## config.mk

```make
export PLATFORM = sky130hd
export DESIGN_NAME = mux2_rr_arbiter
export DESIGN_NICKNAME = d
export VERILOG_FILES = /design/src/rtl/mux2_arb_pkg.sv /design/src/rtl/mux2.sv /design/src/rtl/mux2_rr_arbiter.sv
export SDC_FILE = /design/constraint.sdc
export NUM_CORES = 1
export LEC_CHECK = 0
export CORE_UTILIZATION = 29
export DETAILED_ROUTE_END_ITERATION = 6
export PLACE_DENSITY = 0.78
export SLEW_MARGIN = 10
export SYNTH_ARGS = -nofsm -noshare
export SYNTH_HDL_FRONTEND = slang
export SYNTH_SLANG_ARGS = --single-unit
```

## constraint.sdc

```tcl
create_clock -name clk_i -period 2.15 [get_ports clk_i]
set_input_delay 0.645 -clock clk_i [delete_from_list [all_inputs] [get_ports clk_i]]
set_output_delay 0.645 -clock clk_i [all_outputs]
set_load 0.05 [all_outputs]
```

## src/rtl/mux2_arb_pkg.sv

```systemverilog
// mux2_arb_pkg: shared state encoding and select constants for the two-way arbiter
package mux2_arb_pkg;
   typedef enum logic [1:0] {IDLE, GRANT_A, GRANT_B} state_t;
   localparam logic SEL_A = 1'b1;
   localparam logic SEL_B = 1'b0;
endpackage

```

## src/rtl/mux2.sv

```systemverilog
// mux2: two-input payload multiplexer, sel = SEL_A picks a
module mux2
   import mux2_arb_pkg::*;
#(
   parameter int WIDTH = 8
) (
   input  logic             sel,
   input  logic [WIDTH-1:0] a,
   input  logic [WIDTH-1:0] b,
   output logic [WIDTH-1:0] y
);
   // purely combinational steering
   always_comb y = (sel == SEL_A) ? a : b;
endmodule

```

## src/rtl/mux2_rr_arbiter.sv

```systemverilog
// mux2_rr_arbiter: round-robin packet/burst arbiter for two valid/ready streams sharing one mux2
module mux2_rr_arbiter
   import mux2_arb_pkg::*;
#(
   parameter int DATA_WIDTH = 20,
   parameter int MAX_BURST  = 4
) (
   input  logic                  clk_i,
   input  logic                  rst_i,
   input  logic                  a_valid_i,
   input  logic [DATA_WIDTH-1:0] a_data_i,
   input  logic                  a_last_i,
   output logic                  a_ready_o,
   input  logic                  b_valid_i,
   input  logic [DATA_WIDTH-1:0] b_data_i,
   input  logic                  b_last_i,
   output logic                  b_ready_o,
   output logic                  y_valid_o,
   output logic [DATA_WIDTH-1:0] y_data_o,
   output logic                  y_last_o,
   input  logic                  y_ready_i,
   output logic                  sel_o,
   output logic                  busy_o
);
   localparam int CW = $clog2(MAX_BURST + 1);
   localparam logic [CW-1:0] LIM = CW'(MAX_BURST - 1);
   state_t        state, state_n;
   logic          last_grant, last_grant_n;
   logic [CW-1:0] cnt, cnt_n;
   logic          sel_n, beat, rel, oth_valid;
   mux2 #(.WIDTH(DATA_WIDTH + 1)) u_mux (
      .sel (sel_o),
      .a   ({a_data_i, a_last_i}),
      .b   ({b_data_i, b_last_i}),
      .y   ({y_data_o, y_last_o})
   );
   // handshake steering toward the granted requester
   always_comb begin
      a_ready_o = (state == GRANT_A) & y_ready_i;
      b_ready_o = (state == GRANT_B) & y_ready_i;
      y_valid_o = (state == GRANT_A) ? a_valid_i : (state == GRANT_B) ? b_valid_i : 1'b0;
      busy_o    = state != IDLE;
      beat      = y_valid_o & y_ready_i;
      rel       = beat & (y_last_o | cnt == LIM);
      oth_valid = (sel_o == SEL_A) ? b_valid_i : a_valid_i;
   end
   // arbitration: tie goes to the requester not served last; a mid-packet release re-grants the same side when the other is idle
   always_comb begin
      state_n      = state;
      last_grant_n = last_grant;
      cnt_n        = cnt;
      if (state == IDLE) begin
         state_n = (a_valid_i & (~b_valid_i | last_grant == SEL_B)) ? GRANT_A :
                   b_valid_i ? GRANT_B : IDLE;
      end else if (rel) begin
         last_grant_n = sel_o;
         cnt_n        = '0;
         state_n      = oth_valid ? ((sel_o == SEL_A) ? GRANT_B : GRANT_A) :
                        ~y_last_o ? state : IDLE;
      end else if (beat) begin
         cnt_n = cnt + 1'b1;
      end
      sel_n = (state_n == GRANT_A) ? SEL_A : (state_n == GRANT_B) ? SEL_B : sel_o;
   end
   // state, round-robin memory, burst counter and registered select
   always_ff @(posedge clk_i or posedge rst_i) begin
      if (rst_i) begin
         state      <= IDLE;
         last_grant <= SEL_B;
         cnt        <= '0;
         sel_o      <= SEL_B;
      end else begin
         state      <= state_n;
         last_grant <= last_grant_n;
         cnt        <= cnt_n;
         sel_o      <= sel_n;
      end
   end
endmodule

```

Yosys cells after proc, flatten, opt, wreduce, memory -nomap -nowiden:

Cells that the tools add are included.

* bits in latches: 0
* output and inout bits: 26
* ROM bits: 0
* flip-flop bits (word level): 7
* memories kept: 0
* bits of input ports: 47
* bits in writable memories: 0
* word-level logic and storage cells: 41

* multiplexer cells: 15
* multiply operators: 0
* reduce and logical (&&, ||, !) cells: 6
* bitwise operators: 10
* shifts and indexed selects: 0
* $lt $le $gt $ge: 0
* divide/modulo/power cells: 0
* equality and inequality tests: 5
* add/sub/neg operators: 1

Operators by type and width (number)
* $mux W21: 1
* $mux W2: 7
* $mux W3: 2
* $reduce_bool A2 Y1: 3
* $and A1 B1 Y1: 5
* $mux W1: 5
* $eq A2 B1 Y1 const B: 2
* $eq A2 B2 Y1 const B: 2
* $reduce_and A2 Y1: 2
* $add A3 B1 Y3 const B: 1
* $eq A3 B2 Y1 const B: 1
* $not A1 Y1: 3
* $logic_not A2 Y1: 1
* $or A1 B1 Y1: 2

Logic depth before layout (Yosys ltp):

Gate-level depths: netlist of run 1.

* depth in word-level cells: 10
* mapped depth: 7
* gate-level depth less buffers: 7

By module:

A second synthesis of run 1 with hierarchy kept.

* cell total of the unflattened synthesis: 77
* area, all modules: 873.3 sq um

By module, submodules not included
* mux2_rr_arbiter: area each 539.3 sq um, instances 1, cells each 54, seq. area each 175.2 sq um
* mux2: area each 334.1 sq um, instances 1, cells each 23, seq. area each 0.0 sq um

Worst setup path before layout of run 1:

Ideal clock, no wire load.

* kind: register to register
* from: register sel_o
* to: register sel_o
* setup time: 125 ps
* slack: -195 ps
* period minus slack after synthesis: 2345 ps
* stages on the path, launching flop included: 8
* required time: 2025 ps
* buffers on the path: 1
* data arrival time: 2220 ps
* path through: dfrtp_1 -> buf_6 -> mux2_4 -> o22ai_4 -> nor2_1 -> o32ai_1 -> ha_1 -> mux2_2

* cells in the longest elaborated chain, start to end: 7
* elaborated cells on any way between the ends: 13
* classes of those cells: 2 x eq/ne; 8 x mux; 2 x bitwise; 1 x reduce/logical

RTL lines
* from (decl): RTL line mux2_rr_arbiter.sv:22 `output logic sel_o,`
* from (signal assigned): RTL line mux2_rr_arbiter.sv:76 `sel_o <= sel_n;`
* $mux W21 (*): RTL line mux2.sv:13 `always_comb y = (sel == SEL_A) ? a : b;`
* via y_last_o: RTL line mux2_rr_arbiter.sv:20 `output logic y_last_o,`
* $mux W2 / $or A1 B1 Y1 (equally long branches): RTL line mux2_rr_arbiter.sv:59, mux2_rr_arbiter.sv:44
* $mux W2 / $and A1 B1 Y1 (equally long branches): RTL line mux2_rr_arbiter.sv:58, mux2_rr_arbiter.sv:44
* $mux W2 (*): RTL line mux2_rr_arbiter.sv:55 `end else if (rel) begin`
* $mux W2 (*): RTL line mux2_rr_arbiter.sv:52 `if (state == IDLE) begin`
* $eq A2 B1 Y1 / $eq A2 B2 Y1 (equally long branches): RTL line mux2_rr_arbiter.sv:63 `sel_n = (state_n == GRANT_A) ? SEL_A : (state_n == GRANT_B) ? SEL_B : sel_o;`
* $mux W1 / $reduce_bool A2 Y1 (equally long branches)

Mark *: on every way through the listed nets, which the timed path passes. The rest lies on a longest branch.
A chain may end at the register's enable or synchronous reset.

Worst setup path in the final report of run 1:

* from: input port a_valid_i
* to: register sel_o

* cells in the longest elaborated chain, start to end: 7
* elaborated cells on any way between the ends: 13
* classes of those cells: 2 x eq/ne; 7 x mux; 3 x bitwise; 1 x reduce/logical

RTL lines
* from (decl): RTL line mux2_rr_arbiter.sv:10 `input logic a_valid_i,`
* $mux W1: RTL line mux2_rr_arbiter.sv:41 `y_valid_o = (state == GRANT_A) ? a_valid_i : (state == GRANT_B) ? b_valid_i : 1'b0;`
* $and A1 B1 Y1: RTL line mux2_rr_arbiter.sv:43 `beat = y_valid_o & y_ready_i;`
* $and A1 B1 Y1: RTL line mux2_rr_arbiter.sv:44 `rel = beat & (y_last_o | cnt == LIM);`
* $mux W2: RTL line mux2_rr_arbiter.sv:55
* $mux W2 (*): RTL line mux2_rr_arbiter.sv:52
* via state_n[0]: RTL line mux2_rr_arbiter.sv:27 `state_t state, state_n;`
* $eq A2 B1 Y1 / $eq A2 B2 Y1 (equally long branches): RTL line mux2_rr_arbiter.sv:63
* $mux W1 / $reduce_bool A2 Y1 (equally long branches)

Marked as above.

==> results of run 1 <==
cell families (layout without fill, tap and decap cells):
| logic type | Yosys count | after routing |
|---|---|---|
| multiplexers | 23 | 23 |
| adder cells (fa/ha/maj) | 3 | 3 |
| flip-flops | 7 | 7 |
| buffers and inverters | 11 | 98 |
| AND/OR/NAND/NOR | 17 | 17 |
| AO/OA/AOI/OAI | 12 | 12 |
what timing repair did:
action,4_1_cts,5_1_grt
pin swaps,6,5
setup endpoints to repair,11,17
hold buffers,0,0
buffers inserted,2,2
hold endpoints to repair,0,0
gates resized for setup,20,25
cloned,0,0
placed cells by master, fill, tap and decap left out, drive strengths merged, types with 2 or more instances in the layout:
master	Yosys	routed
clkbuf	1	4
nor2	5	5
o21ai	3	3
ha	3	3
mux2	23	23
dfrtp	7	7
and2	2	2
and4b	2	2
dlymetal6s2s	0	10
buf	3	41
clkdlybuf4s50	0	27
nand2	4	4
dlygate4sd2	0	8
inv	7	7
through the flow:
stage	std cells	setup TNS [ns]	hold WS, ns
after floorplan	73	-0.0334	0.448
after global placement	182	-0.682	0.461
after detailed placement	182	-1.10	0.478
after CTS	188	0	0.489
after global routing	190	-0.133	0.516
final	190	-0.0424	0.489
where the power goes:
| part | switching [W] | internal (W) |
|---|---|---|
| Clock | 0.0000520 | 0.0000711 |
| Combinational | 0.000978 | 0.00101 |
| Sequential | 0.0000513 | 0.000189 |
sequential cells by signal, indices dropped and copies added, names as in the netlist:
register and cells:
state 2, sel_o 1, last_grant 1, cnt 3
final cells by class:
cell class,instances,area (um^2)
flip-flops and latches,7,176
clock buffers,4,26.3
fillers,148,474
multi-input cells,55,614
inverters,7,26.3
well taps,30,37.5
repair buffers,87,1100
worst register-to-register path, stage by stage, from the launching register on:
cell                       delay [ns]
sky130_fd_sc_hd__dfrtp_1         0.39
sky130_fd_sc_hd__ha_1            0.17
sky130_fd_sc_hd__ha_1            0.22
sky130_fd_sc_hd__o22ai_4         0.11
sky130_fd_sc_hd__o31ai_2         0.26
sky130_fd_sc_hd__o311ai_2        0.19
sky130_fd_sc_hd__ha_1            0.32
sky130_fd_sc_hd__mux2_2          0.32
per-layer routing:
layer  global-route usage [%]  vias to the layer above
li1                         -                      439
met1                     24.8                      425
met2                     37.8                       42
met3                     7.18                        3
met4                     3.95                        0
met5                        0                        -
worst paths after layout:
check                           endpoint  startpoint  slack [ns]
worst max-delay path               sel_o   a_valid_i       -0.03
worst min-delay path              cnt[2]      cnt[2]        0.49
worst max register to register     sel_o      cnt[0]        0.05
worst min register to register    cnt[2]      cnt[2]        0.49
max in group asynchronous          sel_o       rst_i        1.29
min in group asynchronous         cnt[0]       rst_i        0.61
==> impl_metrics.prom, run 1 <==
# TYPE chip_impl_metric gauge
chip_impl_metric{name="level_count_of_the_clock_h_tree",unit=""} 1
chip_impl_info{name="synth_top_flop_cell",value="sky130_fd_sc_hd__dfrtp_1"} 1
chip_impl_metric{name="ioPinCount",unit=""} 73
chip_impl_metric{name="floorplan.die.width",unit="um"} 52.9
chip_impl_metric{name="first_iter_violations",unit=""} 11
chip_impl_metric{name="postSynthAreaPerCell",unit="um^2"} 10.3
chip_impl_metric{name="synth_area",unit="um^2"} 751
chip_impl_metric{name="floorplan.initialDensity",unit="%"} 30.6
chip_impl_metric{name="grt_antenna_before_repair",unit=""} 0
chip_impl_info{name="worst-setup-path-type",value="input port to register"} 1
chip_impl_info{name="critPathTopFamily",value="compound AO/OA/AOI/OAI gates"} 1
chip_impl_info{name="crit_path_end_kind",value="register"} 1
chip_impl_metric{name="globalRoute.totalOverflow",unit=""} 0
chip_impl_info{name="worstPathCellList",value="dlygate4sd2_1 -> and4b_2 -> o22ai_4 -> o31ai_2 -> o311ai_2 -> ha_1 -> mux2_2"} 1
chip_impl_metric{name="synth-edff-count",unit=""} 0
chip_impl_metric{name="clk-insertion-delay-late",unit="ns"} 0.26
chip_impl_metric{name="wire_length_on_met1",unit="mm"} 1.20
chip_impl_metric{name="cp.depth",unit=""} 7
chip_impl_metric{name="final.period_utilization",unit="%"} 101
chip_impl_metric{name="synth_adder_area_share",unit="%"} 5.00
chip_impl_metric{name="drt_drc_violations_left",unit=""} 0
chip_impl_metric{name="yosysSeqAreaShare",unit="%"} 23.3
chip_impl_metric{name="final_hold_viol_count",unit=""} 0
chip_impl_metric{name="worst_hold_path.num_cells",unit=""} 2
chip_impl_metric{name="cellPowerDensity",unit="nW/um^2"} 1190
chip_impl_metric{name="worst_clock_skew",unit="ns"} 0.00950
chip_impl_metric{name="achievable-frequency",unit="MHz"} 459
chip_impl_info{name="violated_checks",value="setup timing"} 1
chip_impl_metric{name="critical_path_peak_fanout",unit=""} 4
chip_impl_metric{name="power",unit="W"} 0.00235
chip_impl_metric{name="post_cts_clock_slew_at_the_launch_and_capture_registers_of_the_worst_setup_and_hold_paths",unit="ns"} 0.06
chip_impl_metric{name="critPathBufInv",unit=""} 1
chip_impl_metric{name="synth_top_area_share",unit="%"} 33.0
chip_impl_info{name="critical-path-slowest-cell",value="sky130_fd_sc_hd__mux2_2"} 1
chip_impl_metric{name="maxCapViolations",unit=""} 0
chip_impl_metric{name="core_area",unit="um^2"} 2450
chip_impl_metric{name="yosys.area_share.simple",unit="%"} 13.3
chip_impl_metric{name="finalWirelength",unit="mm"} 3.08
chip_impl_metric{name="fp.dieArea",unit="um^2"} 2800
chip_impl_metric{name="yosys-mux-area-fraction",unit="%"} 35.0
chip_impl_metric{name="die_h",unit="um"} 52.9
chip_impl_metric{name="preCtsSetupSlack",unit="ns"} -0.535
chip_impl_metric{name="drt.antenna.violating_nets",unit=""} 0
chip_impl_metric{name="finalSetupViolations",unit=""} 2
chip_impl_metric{name="worst_slew_pin_slew",unit="ns"} 0.307
chip_impl_metric{name="synth.ff_latch_count",unit=""} 7
chip_impl_metric{name="wl_met3",unit="um"} 195
chip_impl_metric{name="via_per_inst",unit=""} 4.78
chip_impl_metric{name="synth_xor_xnor_area_share",unit="%"} 0
chip_impl_metric{name="cell_depth_of_the_worst_flop_to_flop_path",unit=""} 7
chip_impl_metric{name="routed-via-count",unit=""} 909
chip_impl_metric{name="grtUsageTotal",unit="%"} 21.4
chip_impl_info{name="run_status",value="complete, but fails checks"} 1
chip_impl_metric{name="synth_compound_area_share",unit="%"} 15.7
chip_impl_info{name="synth_top_family_by_area",value="multiplexers"} 1
chip_impl_metric{name="design_area",unit="um^2"} 1980
chip_impl_metric{name="critPathRequiredTime",unit="ns"} 2.29
chip_impl_info{name="dr.max_layer_used",value="met4"} 1
chip_impl_info{name="setup_repair_after_global_routing_missed_its_margin",value="yes"} 1
chip_impl_metric{name="globalplace.congestion",unit=""} 0.856
chip_impl_metric{name="layout_net_count",unit=""} 211
chip_impl_metric{name="routed_length_on_met2",unit="mm"} 1.67
chip_impl_metric{name="global_route_wire_length_before_repair",unit="mm"} 4.12
chip_impl_metric{name="final_core_utilization",unit="%"} 80.7
chip_impl_metric{name="worst-endpoint-arrival",unit="ns"} 2.32
chip_impl_metric{name="antenna-diode-count",unit=""} 0
chip_impl_metric{name="slowest_delay",unit="ns"} 0.32
chip_impl_metric{name="yosys_warnings",unit=""} 0
chip_impl_info{name="synthTopCellsByArea",value="sky130_fd_sc_hd__mux2_2 (33%), sky130_fd_sc_hd__dfrtp_1 (23%), sky130_fd_sc_hd__ha_1 (5.0%)"} 1
chip_impl_metric{name="cts_buffers",unit=""} 3
chip_impl_metric{name="vias_in_the_first_global_route",unit=""} 906
chip_impl_metric{name="fin_crit",unit="ns"} 2.18
chip_impl_metric{name="synth_cells",unit=""} 73
chip_impl_metric{name="power.ir.vdd_worst",unit="V"} 0.000870
chip_impl_metric{name="worst_slack",unit="ns"} -0.0306
chip_impl_metric{name="placement.io_buffers",unit=""} 72
chip_impl_metric{name="grt_max_degree",unit=""} 14
chip_impl_metric{name="clock_sink_count",unit=""} 7
chip_impl_metric{name="max-slew-margin-rel",unit="%"} 79.5
chip_impl_metric{name="detailed_place.area",unit="um^2"} 1810
chip_impl_info{name="start_kind",value="input port"} 1
chip_impl_info{name="worstHoldPathType",value="register to register"} 1
chip_impl_info{name="most_common_library_cells_after_synthesis",value="sky130_fd_sc_hd__mux2_2 (22), sky130_fd_sc_hd__dfrtp_1 (7), sky130_fd_sc_hd__inv_1 (7)"} 1
chip_impl_metric{name="max-clock-path-buffers",unit=""} 2
chip_impl_metric{name="count_of_standard_cell_rows",unit=""} 18
chip_impl_metric{name="drtPass1Iterations",unit=""} 4
chip_impl_metric{name="post-dp-hpwl",unit="mm"} 2.45
chip_impl_metric{name="postSynthNetCount",unit=""} 123
chip_impl_info{name="most_common_cell_in_the_synthesized_netlist",value="sky130_fd_sc_hd__mux2_2"} 1
chip_impl_info{name="yosys_top_cell_by_area",value="sky130_fd_sc_hd__mux2_2"} 1
chip_impl_metric{name="netlist-cell-type-count",unit=""} 28
chip_impl_metric{name="area_growth_syn_to_layout",unit="%"} 164
chip_impl_metric{name="routed_wl_per_cell",unit="um"} 16.2
chip_impl_info{name="tritoncts_clock_tree",value="done"} 1
chip_impl_metric{name="leakagePower",unit="nW"} 1.01
chip_impl_metric{name="drv_slew",unit=""} 0
chip_impl_metric{name="layout_cells_sized_above_1",unit="%"} 49.4
chip_impl_info{name="root_buffer",value="sky130_fd_sc_hd__clkbuf_4"} 1
chip_impl_metric{name="postSynth.asyncResetShare",unit="%"} 100
Note: power is estimated with default switching activity, not from simulation.
==> run 2, diff against run 1 <==
--- a/config.mk
+++ b/config.mk
@@ -5,9 +5,13 @@
 export SDC_FILE = /design/constraint.sdc
 export NUM_CORES = 1
 export LEC_CHECK = 0
-export CORE_UTILIZATION = 29
+export CELL_PAD_IN_SITES_DETAIL_PLACEMENT = 1
+export CELL_PAD_IN_SITES_GLOBAL_PLACEMENT = 1
+export CORE_MARGIN = 1
+export CORE_UTILIZATION = 20
+export CTS_CLUSTER_DIAMETER = 80
 export DETAILED_ROUTE_END_ITERATION = 6
-export PLACE_DENSITY = 0.78
+export PLACE_DENSITY = 0.79
 export SLEW_MARGIN = 10
 export SYNTH_ARGS = -nofsm -noshare
 export SYNTH_HDL_FRONTEND = slang
==> run 2 against run 1 <==
Net effect: the run now ends clean; sequential share of layout area shrank 0.28 points; worst hold slack gained 0.0042 ns; cell count is 11% higher; sequential cell count did not move; via count increased by 6.3%.
==> impl_metrics.prom, run 2 (synthesized netlist as in run 1, its figures left out) <==
# TYPE chip_impl_metric gauge
chip_impl_info{name="run_status",value="finished clean"} 1
chip_impl_metric{name="grtUsageTotal",unit="%"} 19.4
chip_impl_info{name="crit_path_end_kind",value="output port"} 1
chip_impl_info{name="whs_endpoint",value="cnt[0]"} 1
chip_impl_metric{name="ioPinCount",unit=""} 73
chip_impl_info{name="worst-setup-path-type",value="input port to output port"} 1
chip_impl_metric{name="maxCapViolations",unit=""} 0
chip_impl_metric{name="finalSetupTns",unit="ns"} 0
chip_impl_info{name="final_cell_mix",value="sky130_fd_sc_hd__buf_12 (25), sky130_fd_sc_hd__clkdlybuf4s50_1 (24), sky130_fd_sc_hd__mux2_4 (21), sky130_fd_sc_hd__buf_4 (17), sky130_fd_sc_hd__dlymetal6s2s_1 (9)"} 1
chip_impl_info{name="start_kind",value="input port"} 1
chip_impl_metric{name="grt_max_degree",unit=""} 14
chip_impl_info{name="worstHoldPathType",value="register to register"} 1
chip_impl_metric{name="hold_buffers",unit=""} 0
chip_impl_metric{name="globalplace.congestion",unit=""} 0.800
chip_impl_metric{name="finalWirelength",unit="mm"} 4.15
chip_impl_info{name="most_common_cell_after_layout_fill_and_taps_aside",value="sky130_fd_sc_hd__buf_12"} 1
chip_impl_info{name="regMostFlops",value="cnt"} 1
chip_impl_metric{name="clock_sink_count",unit=""} 7
chip_impl_metric{name="layout_net_count",unit=""} 214
chip_impl_metric{name="clk-insertion-delay-late",unit="ns"} 0.23
chip_impl_info{name="hold_path_startpoint",value="cnt[0]"} 1
chip_impl_metric{name="critical_path_peak_fanout",unit=""} 1
chip_impl_metric{name="worst_slack",unit="ns"} 0.00315
chip_impl_metric{name="first_iter_violations",unit=""} 38
chip_impl_info{name="startpoint_of_the_worst_register_to_register_path",value="state[1]"} 1
chip_impl_metric{name="drt_drc_violations_left",unit=""} 0
chip_impl_metric{name="worst_slew_pin_slew",unit="ns"} 0.367
chip_impl_metric{name="worst_hold_path.num_cells",unit=""} 1
chip_impl_info{name="biggestRegsByFlops",value="cnt x3, state x2"} 1
chip_impl_metric{name="area_growth_syn_to_layout",unit="%"} 172
chip_impl_metric{name="internal_power",unit="W"} 0.00137
chip_impl_metric{name="count_of_standard_cell_rows",unit=""} 21
chip_impl_metric{name="routed_wl_per_cell",unit="um"} 19.8
chip_impl_metric{name="drv_slew",unit=""} 0
chip_impl_metric{name="drt.antenna.violating_nets",unit=""} 0
chip_impl_metric{name="floorplan.initialDensity",unit="%"} 21.6
chip_impl_metric{name="pwr-share-comb",unit="%"} 81.6
chip_impl_metric{name="routed-via-count",unit=""} 966
chip_impl_metric{name="netSwitchingPower",unit="W"} 0.00114
chip_impl_metric{name="preCtsSetupSlack",unit="ns"} -0.567
chip_impl_metric{name="globalRoute.totalOverflow",unit=""} 0
chip_impl_info{name="r2r_end",value="sel_o"} 1
chip_impl_metric{name="critPathRequiredTime",unit="ns"} 1.50
chip_impl_info{name="root_buffer",value="sky130_fd_sc_hd__clkbuf_8"} 1
chip_impl_metric{name="worst_hold_slack",unit="ns"} 0.493
chip_impl_metric{name="cts_buffers",unit=""} 3
chip_impl_metric{name="drtPass1Iterations",unit=""} 3
chip_impl_metric{name="via_per_inst",unit=""} 4.60
chip_impl_metric{name="post-dp-hpwl",unit="mm"} 3.04
chip_impl_metric{name="worst_clock_skew",unit="ns"} 0.00672
chip_impl_metric{name="floorplan.die.width",unit="um"} 63.3
chip_impl_metric{name="final_hold_viol_count",unit=""} 0
chip_impl_metric{name="post_cts_clock_slew_at_the_launch_and_capture_registers_of_the_worst_setup_and_hold_paths",unit="ns"} 0.04
chip_impl_info{name="crit_path_start",value="b_data_i[19]"} 1
chip_impl_metric{name="detailed_place.area",unit="um^2"} 1830
chip_impl_info{name="setup_repair_after_global_routing_missed_its_margin",value="yes"} 1
chip_impl_metric{name="worst-endpoint-arrival",unit="ns"} 1.50
chip_impl_metric{name="power.ir.vdd_worst",unit="V"} 0.000719
chip_impl_metric{name="finalSetupViolations",unit=""} 0
chip_impl_metric{name="fp.dieArea",unit="um^2"} 4000
chip_impl_info{name="tritoncts_clock_tree",value="done"} 1
chip_impl_metric{name="layout_cells_sized_above_1",unit="%"} 54.6
chip_impl_metric{name="die_h",unit="um"} 63.3
chip_impl_metric{name="global_route_wire_length_before_repair",unit="mm"} 5.64
chip_impl_metric{name="design_area",unit="um^2"} 2050
chip_impl_metric{name="vias_in_the_first_global_route",unit=""} 1077
chip_impl_metric{name="leakagePower",unit="nW"} 1.02
chip_impl_metric{name="cell_depth_of_the_worst_flop_to_flop_path",unit=""} 6
chip_impl_metric{name="sequentialPowerShare",unit="%"} 11.0
chip_impl_metric{name="cellPowerDensity",unit="nW/um^2"} 1220
chip_impl_metric{name="grt_antenna_before_repair",unit=""} 1
chip_impl_metric{name="max-slew-margin-rel",unit="%"} 75.5
chip_impl_metric{name="max-clock-path-buffers",unit=""} 2
chip_impl_metric{name="fin_crit",unit="ns"} 2.15
chip_impl_metric{name="level_count_of_the_clock_h_tree",unit=""} 1
chip_impl_metric{name="placement.io_buffers",unit=""} 72
chip_impl_metric{name="r2r_slack",unit="ns"} 0.04
chip_impl_metric{name="largest_register_ff_count",unit=""} 3
chip_impl_metric{name="achievable-frequency",unit="MHz"} 466
chip_impl_metric{name="final_core_utilization",unit="%"} 59.0
chip_impl_metric{name="switching_share",unit="%"} 45.4
chip_impl_metric{name="final.period_utilization",unit="%"} 99.9
chip_impl_metric{name="core_area",unit="um^2"} 3470
chip_impl_metric{name="pwr-share-clk",unit="%"} 7.4
## run 2: metrics by stage
step	cells	power [W]
after CTS	205	0.00238
final	210	0.00251
after floorplan	73	0.00123
after detailed placement	198	0.00210
after global placement	198	0.00204
after global routing	210	0.00260
## run 2: power by group through the flow
stage	Combinational [W]	Sequential, W	Clock, W
after detailed placement	0.00184	0.000259	0
after floorplan	0.000980	0.000252	0
after CTS	0.00193	0.000263	0.000185
after global routing	0.00212	0.000281	0.000195
after global placement	0.00179	0.000252	0
final	0.00204	0.000274	0.000187
## run 2: worst max path at each step
stage | endpoint | slack [ns] | cells past startpoint
2_1_floorplan | sel_o | -0.03 | 7
3_3_place_gp | sel_o | -0.45 | 7
3_5_place_dp | sel_o | -0.57 | 7
4_1_cts | sel_o | -0.005 | 7
5_1_grt | sel_o | -0.03 | 6
6_report | y_data_o[19] | 0.003 | 3
## run 2: worst max-delay path, cell delays in order
cell                              delay (ns)
sky130_fd_sc_hd__clkdlybuf4s50_1        0.41
sky130_fd_sc_hd__mux2_4                 0.29
sky130_fd_sc_hd__buf_12                 0.15
## run 2: timing repair
| action | CTS | global route |
|---|---|---|
| resized for setup | 34 | 32 |
| pin swaps | 7 | 7 |
| buffers inserted | 3 | 4 |
| gates cloned | 0 | 0 |
| endpoints found under the setup margin | 14 | 15 |
## run 2: metal layers
metal / GRT usage [%] / vias to the layer above / part of all wire, %
li1: - / 446 / -
met1: 17.9 / 478 / 32
met2: 40.7 / 38 / 62
met3: 5.62 / 4 / 4.6
met5: 0 / - / 0
met4: 3.41 / 0 / 0.65
## run 2: cell type report
| class | instances | area [um^2] |
|---|---|---|
| inverters | 7 | 26.3 |
| diodes | 1 | 2.50 |
| fillers | 359 | 1420 |
| flip-flops and latches | 7 | 176 |
| clock buffers | 4 | 45.0 |
| repair buffers | 90 | 1100 |
| well taps | 46 | 57.6 |
| multi-input cells | 55 | 633 |
==> run 3, diff against run 2 <==
==> constraint.sdc (replaced) <==
create_clock -name clk_i -period 2.2 [get_ports clk_i]
set_input_delay 0.66 -clock clk_i [delete_from_list [all_inputs] [get_ports clk_i]]
set_output_delay 0.66 -clock clk_i [all_outputs]
set_load 0.05 [all_outputs]
==> run 3 against run 2 <==
Net effect: the run now ends with setup timing left; utilization shrank 1.8 points; die area did not move; via count fell by 3.0%; critical path type is now register to register; clock skew is 0.0024 ns lower.
==> impl_metrics.prom, run 3 (synthesized netlist as in run 1, its figures left out) <==
# TYPE chip_impl_metric gauge
chip_impl_metric{name="globalRoute.totalOverflow",unit=""} 0
chip_impl_metric{name="preCtsSetupSlack",unit="ns"} -0.572
chip_impl_metric{name="switching_share",unit="%"} 45.5
chip_impl_metric{name="count_of_standard_cell_rows",unit=""} 21
chip_impl_metric{name="worst_slack",unit="ns"} -0.0173
chip_impl_metric{name="fin_crit",unit="ns"} 2.22
chip_impl_metric{name="max-clock-path-buffers",unit=""} 2
chip_impl_metric{name="clock_sink_count",unit=""} 7
chip_impl_metric{name="via_per_inst",unit=""} 4.55
chip_impl_info{name="worstPathCellList",value="and4b_2 -> o22ai_4 -> buf_6 -> o31ai_4 -> o311ai_2 -> ha_1 -> mux2_4"} 1
chip_impl_metric{name="globalplace.congestion",unit=""} 0.816
chip_impl_metric{name="internal_power",unit="W"} 0.00129
chip_impl_info{name="final_cell_mix",value="sky130_fd_sc_hd__clkdlybuf4s50_1 (36), sky130_fd_sc_hd__buf_12 (25), sky130_fd_sc_hd__mux2_4 (13), sky130_fd_sc_hd__buf_4 (13), sky130_fd_sc_hd__mux2_2 (10)"} 1
chip_impl_metric{name="final.period_utilization",unit="%"} 101
chip_impl_metric{name="placement.io_buffers",unit=""} 72
chip_impl_metric{name="vias_in_the_first_global_route",unit=""} 1068
chip_impl_metric{name="layout_cells_sized_above_1",unit="%"} 53.8
chip_impl_metric{name="slowest_delay",unit="ns"} 0.47
chip_impl_metric{name="drt_drc_violations_left",unit=""} 0
chip_impl_metric{name="power.ir.vdd_worst",unit="V"} 0.000606
chip_impl_info{name="regMostFlops",value="cnt"} 1
chip_impl_metric{name="floorplan.initialDensity",unit="%"} 21.6
chip_impl_metric{name="cts_buffers",unit=""} 3
chip_impl_info{name="biggestRegsByFlops",value="cnt x3, state x2"} 1
chip_impl_info{name="tritoncts_clock_tree",value="done"} 1
chip_impl_metric{name="critical_path_peak_fanout",unit=""} 6
chip_impl_metric{name="post_cts_clock_slew_at_the_launch_and_capture_registers_of_the_worst_setup_and_hold_paths",unit="ns"} 0.04
chip_impl_metric{name="leakagePower",unit="nW"} 0.920
chip_impl_metric{name="netSwitchingPower",unit="W"} 0.00108
chip_impl_metric{name="max-slew-margin-rel",unit="%"} 65.1
chip_impl_info{name="start_kind",value="register"} 1
chip_impl_metric{name="routed_wl_per_cell",unit="um"} 17.6
chip_impl_info{name="grt.busiest_layer",value="met2"} 1
chip_impl_metric{name="ioPinCount",unit=""} 73
chip_impl_metric{name="sequentialPowerShare",unit="%"} 11.3
chip_impl_metric{name="maxCapViolations",unit=""} 0
chip_impl_metric{name="worst_clock_skew",unit="ns"} 0.00427
chip_impl_metric{name="worst_hold_slack",unit="ns"} 0.484
chip_impl_metric{name="level_count_of_the_clock_h_tree",unit=""} 1
chip_impl_metric{name="grtUsageTotal",unit="%"} 18.2
chip_impl_metric{name="detailed_place.area",unit="um^2"} 1830
chip_impl_info{name="critPathTopFamily",value="flip-flops"} 1
chip_impl_metric{name="fp.dieArea",unit="um^2"} 4000
chip_impl_metric{name="design_area",unit="um^2"} 1980
chip_impl_metric{name="pwr-share-comb",unit="%"} 81.2
chip_impl_metric{name="worst_slew_pin_slew",unit="ns"} 0.523
chip_impl_metric{name="routed-via-count",unit=""} 937
chip_impl_metric{name="drv_slew",unit=""} 0
chip_impl_info{name="worstHoldPathType",value="register to register"} 1
chip_impl_metric{name="floorplan.die.width",unit="um"} 63.3
chip_impl_metric{name="hold_buffers",unit=""} 0
chip_impl_metric{name="met1_usage",unit="%"} 19.9
chip_impl_metric{name="grt_max_degree",unit=""} 13
chip_impl_metric{name="cellPowerDensity",unit="nW/um^2"} 1190
chip_impl_metric{name="global_route_wire_length_before_repair",unit="mm"} 5.50
chip_impl_metric{name="first_iter_violations",unit=""} 36
chip_impl_info{name="violated_checks",value="setup timing"} 1
chip_impl_metric{name="drt.antenna.violating_nets",unit=""} 0
chip_impl_metric{name="area_growth_syn_to_layout",unit="%"} 164
chip_impl_info{name="critical-path-slowest-cell",value="sky130_fd_sc_hd__dfrtp_1"} 1
chip_impl_metric{name="antenna-diode-count",unit=""} 0
chip_impl_metric{name="finalWirelength",unit="mm"} 3.63
chip_impl_metric{name="power",unit="W"} 0.00237
chip_impl_info{name="root_buffer",value="sky130_fd_sc_hd__clkbuf_8"} 1
chip_impl_metric{name="grt_use_met3",unit="%"} 5.98
chip_impl_metric{name="clk-insertion-delay-late",unit="ns"} 0.22
chip_impl_metric{name="core_area",unit="um^2"} 3470
chip_impl_metric{name="die_h",unit="um"} 63.3
chip_impl_metric{name="grt_antenna_before_repair",unit=""} 0
chip_impl_metric{name="post-dp-hpwl",unit="mm"} 3.04
chip_impl_metric{name="groute.layer.met2.usage",unit="%"} 34.8
chip_impl_metric{name="achievable-frequency",unit="MHz"} 451
chip_impl_metric{name="drtPass1Iterations",unit=""} 4
chip_impl_info{name="run_status",value="complete, but fails checks"} 1
chip_impl_metric{name="critPathRequiredTime",unit="ns"} 2.30
chip_impl_metric{name="pwr-share-clk",unit="%"} 7.5
chip_impl_metric{name="layout_net_count",unit=""} 211
chip_impl_metric{name="largest_register_ff_count",unit=""} 3
chip_impl_metric{name="worst-endpoint-arrival",unit="ns"} 2.32
chip_impl_metric{name="finalSetupViolations",unit=""} 1
chip_impl_metric{name="critPathBufInv",unit=""} 1
chip_impl_info{name="most_common_cell_after_layout_fill_and_taps_aside",value="sky130_fd_sc_hd__clkdlybuf4s50_1"} 1
chip_impl_info{name="crit_path_end_kind",value="register"} 1
chip_impl_metric{name="final_hold_viol_count",unit=""} 0
chip_impl_info{name="worst-setup-path-type",value="register to register"} 1
[run 3: metal layers]
metal / share of wire, % / up-vias / wire (um)
met5: 0 / - / 0
met1: 37 / 453 / 1340
met2: 56 / 39 / 2050
li1: - / 441 / -
met3: 5.8 / 4 / 210
met4: 0.72 / 0 / 26
[run 3: per-stage QoR]
step / utilization [%] / std cells / TNS [ns]
floorplan: - / 73 / 0
global placement: 52.7 / 198 / -0.634
detailed placement: 52.7 / 198 / -1.03
CTS: 55.4 / 203 / 0
global route: 57.2 / 206 / -0.0903
finish: 57.2 / 206 / -0.0173
[run 3: path summary, 6_finish.rpt]
path	slack, ns	cells after the start	from	endpoint
max	-0.02	7	state[0]	sel_o
min	0.48	2	cnt[2]	cnt[2]
max reg2reg	-0.02	7	state[0]	sel_o
min reg2reg	0.48	2	cnt[2]	cnt[2]
max in group asynchronous	1.30	2	rst_i	sel_o
min in group asynchronous	0.67	2	rst_i	state[0]
[run 3: final cells by class]
| type | instances | area (um^2) |
|---|---|---|
| inverter | 7 | 26.3 |
| multi-input combinational | 55 | 601 |
| timing repair buffer | 87 | 1080 |
| fill | 369 | 1490 |
| clock buffer | 4 | 45.0 |
| sequential | 7 | 178 |
| tap | 46 | 57.6 |
[run 3: timing repair]
item | 4_1_cts | 5_1_grt
pin swaps | 6 | 8
resized for setup | 22 | 22
setup buffers | 2 | 3
setup endpoints to repair | 9 | 8
[run 3: power groups by stage]
stage | combinational (W) | sequential [W] | clock, W
2_1_floorplan | 0.000958 | 0.000247 | 0
3_3_place_gp | 0.00175 | 0.000247 | 0
3_5_place_dp | 0.00180 | 0.000256 | 0
4_1_cts | 0.00186 | 0.000257 | 0.000184
5_1_grt | 0.00200 | 0.000273 | 0.000197
6_report | 0.00192 | 0.000267 | 0.000178
[run 3: worst min-delay path, delay by kind of cell (launching register included)]
kind             cells  cell delay [ns]
flip-flops           1             0.33
AO/OA/AOI/OAI        1             0.05
AND/OR/NAND/NOR      1             0.06
